<file path="src/rtl/ex_mem.sv">
// EX -> MEM pipeline register with pass / bubble / hold behaviour from the stall vector.
// Define EX_MEM_HILO_EN to also carry the HI/LO write request and the madd/msub accumulation state.
module ex_mem (
    input  logic        clk,
    input  logic        rst,
    input  logic [5:0]  stall,
    input  logic [4:0]  ex_wd,
    input  logic        ex_wreg,
    input  logic [31:0] ex_wdata,
`ifdef EX_MEM_HILO_EN
    input  logic        ex_whilo,
    input  logic [31:0] ex_hi,
    input  logic [31:0] ex_lo,
    input  logic [63:0] hilo_i,
    input  logic [1:0]  cnt_i,
`endif
    output logic [4:0]  mem_wd,
    output logic        mem_wreg,
    output logic [31:0] mem_wdata
`ifdef EX_MEM_HILO_EN
    ,
    output logic        mem_whilo,
    output logic [31:0] mem_hi,
    output logic [31:0] mem_lo,
    output logic [63:0] hilo_o,
    output logic [1:0]  cnt_o
`endif
);

    localparam logic STOP = 1'b1;

    typedef enum logic [1:0] {
        ACT_PASS   = 2'd0,
        ACT_BUBBLE = 2'd1,
        ACT_HOLD   = 2'd2
    } act_e;

    typedef struct packed {
        logic [4:0]  wd;
        logic        wreg;
        logic [31:0] wdata;
    } wb_req_t;

    act_e    act;
    wb_req_t wb_d, wb_q;

    // Only the EX and MEM stop bits matter at this boundary.
    logic unused_stall;
    assign unused_stall = ^{stall[5], stall[2:0]};

    // EX running always passes, which also covers the unreachable EX-run/MEM-stop case.
    always_comb begin
        act = ACT_PASS;
        if (stall[3] == STOP)
            act = (stall[4] == STOP) ? ACT_HOLD : ACT_BUBBLE;
    end

    always_comb begin
        wb_d = wb_q;
        case (act)
            ACT_PASS:   wb_d = '{wd: ex_wd, wreg: ex_wreg, wdata: ex_wdata};
            ACT_BUBBLE: wb_d = '0;
            default:    wb_d = wb_q;
        endcase
    end

    always_ff @(posedge clk or posedge rst) begin
        if (rst) wb_q <= '0;
        else     wb_q <= wb_d;
    end

    assign mem_wd    = wb_q.wd;
    assign mem_wreg  = wb_q.wreg;
    assign mem_wdata = wb_q.wdata;

`ifdef EX_MEM_HILO_EN
    typedef struct packed {
        logic        whilo;
        logic [31:0] hi;
        logic [31:0] lo;
    } hilo_req_t;

    typedef struct packed {
        logic [63:0] hilo;
        logic [1:0]  cnt;
    } acc_t;

    hilo_req_t hl_d, hl_q;
    acc_t      acc_d, acc_q;

    // Accumulation state is only kept while EX is stalled; any pass starts it afresh.
    always_comb begin
        hl_d  = hl_q;
        acc_d = acc_q;
        case (act)
            ACT_PASS: begin
                hl_d  = '{whilo: ex_whilo, hi: ex_hi, lo: ex_lo};
                acc_d = '0;
            end
            ACT_BUBBLE: begin
                hl_d  = '0;
                acc_d = '{hilo: hilo_i, cnt: cnt_i};
            end
            default: begin
                hl_d  = hl_q;
                acc_d = acc_q;
            end
        endcase
    end

    always_ff @(posedge clk or posedge rst) begin
        if (rst) begin
            hl_q  <= '0;
            acc_q <= '0;
        end else begin
            hl_q  <= hl_d;
            acc_q <= acc_d;
        end
    end

    assign mem_whilo = hl_q.whilo;
    assign mem_hi    = hl_q.hi;
    assign mem_lo    = hl_q.lo;
    assign hilo_o    = acc_q.hilo;
    assign cnt_o     = acc_q.cnt;
`endif

endmodule

</file>
<file path="config.mk">
export PLATFORM = sky130hd
export DESIGN_NAME = ex_mem
export DESIGN_NICKNAME = d
export VERILOG_FILES = /design/src/rtl/ex_mem.sv
export SDC_FILE = /design/constraint.sdc
export NUM_CORES = 1
export LEC_CHECK = 0
export CAP_MARGIN = 10
export CORE_MARGIN = 3
export CORE_UTILIZATION = 40
export CTS_CLUSTER_SIZE = 25
export DETAILED_ROUTE_END_ITERATION = 8
export HOLD_SLACK_MARGIN = 0.05
export PLACE_DENSITY = 0.84
export SLEW_MARGIN = 20
export SYNTH_ARGS = -nofsm -noshare
export SYNTH_HDL_FRONTEND = slang
export SYNTH_SLANG_ARGS = --single-unit
export TNS_END_PERCENT = 30
</file>
<file path="constraint.sdc">
create_clock -name clk -period 2.15 [get_ports clk]
set_clock_uncertainty 0.2 [all_clocks]
set_input_delay 0.3225 -clock clk [delete_from_list [all_inputs] [get_ports clk]]
set_output_delay 0.3225 -clock clk [all_outputs]
set_load 0.05 [all_outputs]
</file>
==> impl_results.md <==
- Status: completed
- Postcts setup bufs: 0
- Final hold vios: 0
- P_int: 1.110 mW
- GRT Util Overall: 17.56%
- Critical Path Slowest Stage Cell: clkdlybuf4s50_1
- Clk pin slew, worst setup/hold paths: 100 ps
- Rel. slew slack: 55.99%
- Crit Reg-Reg Endpoint: mem_wdata[26]
- Drt pass-1 iters: 4
- Sequential share of power: 48.8%
- R2R setup slack: 1250 ps
- Num ports: 84
- Vias per cell: 4.785
- Sw Ratio: 31.73%
- Row count: 21
- NetSw: 0.5156 mW
- GRT overflow: 0
- Max_cap viols: 0
- PortBufs: 79
- Final core occ: 68.39%
- Die Y: 66.11 um
- First-pass GRT wire length: 5.782 mm
- Initial DRC Count: 44
- H-Tree Depth: 2
- Area contributors post-synth: dfrtp_1 66%, a22o_1 11%, nand3_1 6.9%, o21ai_0 6.9%, inv_1 5.5%
- Clk buf depth: 2
- Routed Antenna Nets: 0
- Share of cells above drive strength 1: 5.714%
- Max Clock Freq: 488.9 MHz
- HP Class: primary input to async pin
- CP required: 1630 ps
- Root buffer cell: clkbuf_4
- CTS Hold Buffers Added: 0
- PostCTS Resize Cnt: 0
- Initial antenna violation count: 0
- # setup viols final: 0
- Crit share post-route: 95.13%
- Die width: 66.11 um
- CP top delay family: buffers and inverters
- Wire per inst: 14.18 um
- Overall via count from detail_route: 1225
- Distinct cells, synth: 11
- Commonest non-fill, non-tap cell in the layout: clkdlybuf4s50_1
- Setup Crit Path Kind: flip-flop to output port
- Slew Viols, Final: 0
- CTS tree: yes
- P&R area growth vs syn: 61.64%
- Max incr delay on CP: 820 ps
- Worst endpoint data arrival time: 1520 ps
- Vias in the first global route: 1253
- # DRC: 0
- Final Critical Period: 2045 ps
- Dominant cell type by area after synthesis: dfrtp_1
- Die footprint: 4370 um2
- Startpoint types: flip-flop
- #FFs+latches synth: 38
- Synth Warn #: 0
- Ant diodes: 0
- Clock power share: 22.5%
- Net count after synthesis: 174
- Total routed wirelength: 3.630 mm
- Most frequent cells in the layout: 79 x clkdlybuf4s50_1, 38 x dfrtp_1, 21 x inv_1
- Lkg Pwr: 1.064 nW
- Setup TNS: 0 ps
- Slew @ Worst Pin: 660.1 ps
- Worst-path cell chain: clkdlybuf4s50_1
- Synthesized instance count: 128
- Top cell type's share of synthesized area: 65.80%
- Reg-to-Reg Start: mem_wdata[26]
- Worst-path maximum fanout: 2
- Starting Density: 42.31%
- Peak supply drop: 0.0004055 V
- Clock sink count: 38
- Clock latency at the later pin of the worst-skew pair: 320 ps
- Total core area: 3416 um2
- CP endpoint kind: output port
- PwrDens: 695.7 nW/um2
- Combinational share of power: 28.6%
- GP Congestion: 0.6526
- Syn Area/Cell: 11.29 um2
- Post-DP HPWL: 2.726 mm
- Seq/Total Area, Yosys: 65.80%
- Largest net degree at the start of global routing: 41
- Worst path bufs/invs: 1
- Nets@finish: 255
- R2r worst-path depth: 2
- Synth Cell Area: 1445 um2
- RSZ-0062 raised after global routing: false
- CTS Buf Count: 5
[kinds of logic after synthesis]
| logic type | count (synthesis) | synth area share, % |
|---|---|---|
| compound gates | 38 | 17.84 |
| buf+inv | 31 | 9.005 |
| flops | 38 | 65.80 |
| simple gates | 21 | 7.360 |
[cell type report]
type	instances	area [um2]
clock inverters	1	5.005
multi-input cells	59	364.1
clock buffers	7	55.05
well taps	46	57.56
flip-flops and latches	38	950.9
inverters	22	82.58
repair buffers	83	820.8
fillers	263	1080
[Yosys cell counts]
master,number
a22o_1,18
and2_1,1
buf_2,2
buf_4,1
buf_6,1
clkbuf_1,5
dfrtp_1,38
inv_1,21
inv_2,1
nand3_1,20
o21ai_0,20
[power by group through the flow]
stage / clock network, mW / registers, mW / logic [mW]
CTS: 0.382 / 0.794 / 0.470
detailed placement: 0 / 0.808 / 0.468
finish: 0.366 / 0.794 / 0.465
global placement: 0 / 0.804 / 0.461
global route: 0.418 / 0.800 / 0.491
floorplan: 0 / 0.990 / 0.0788
[worst max path at each step]
stage,from,end,slack [ps],cells past startpoint
2_1_floorplan,rst,mem_wd[0],770,1
3_3_place_gp,stall[3],mem_wdata[0],290,3
3_5_place_dp,stall[3],mem_wdata[7],230,3
4_1_cts,mem_wdata[19],mem_wdata[19],90,1
5_1_grt,mem_wdata[29],mem_wdata[29],40,1
6_report,mem_wd[1],mem_wd[1],100,1
[flip-flops by register name (all words and copies together) (netlist names)]
name       count
mem_wdata     32
mem_wreg       1
mem_wd         5
[per-layer routing]
layer | part of all wire (%) | track usage, % | up-vias | wire length, um
li1 | - | - | 594 | -
met1 | 40 | 21.31 | 577 | 1441
met2 | 52 | 30.11 | 50 | 1872
met3 | 8.1 | 5.442 | 4 | 294
met4 | 0.58 | 4.569 | 0 | 21
met5 | 0 | 0 | - | 0
[through the flow]
step	hold slack [ps]	cells	setup WS, ps	cell area (um2)	total power [mW]
2_1_floorplan	252.6	128	766.6	1445	1.069
3_5_place_dp	281.4	248	229.6	2276	1.276
4_1_cts	112.5	256	86.92	2336	1.646
3_3_place_gp	279.7	248	293.8	2276	1.265
6_report	121.7	256	104.7	2336	1.625
5_1_grt	137.3	256	41.90	2336	1.708
Note: power is estimated with default switching activity, not from simulation.
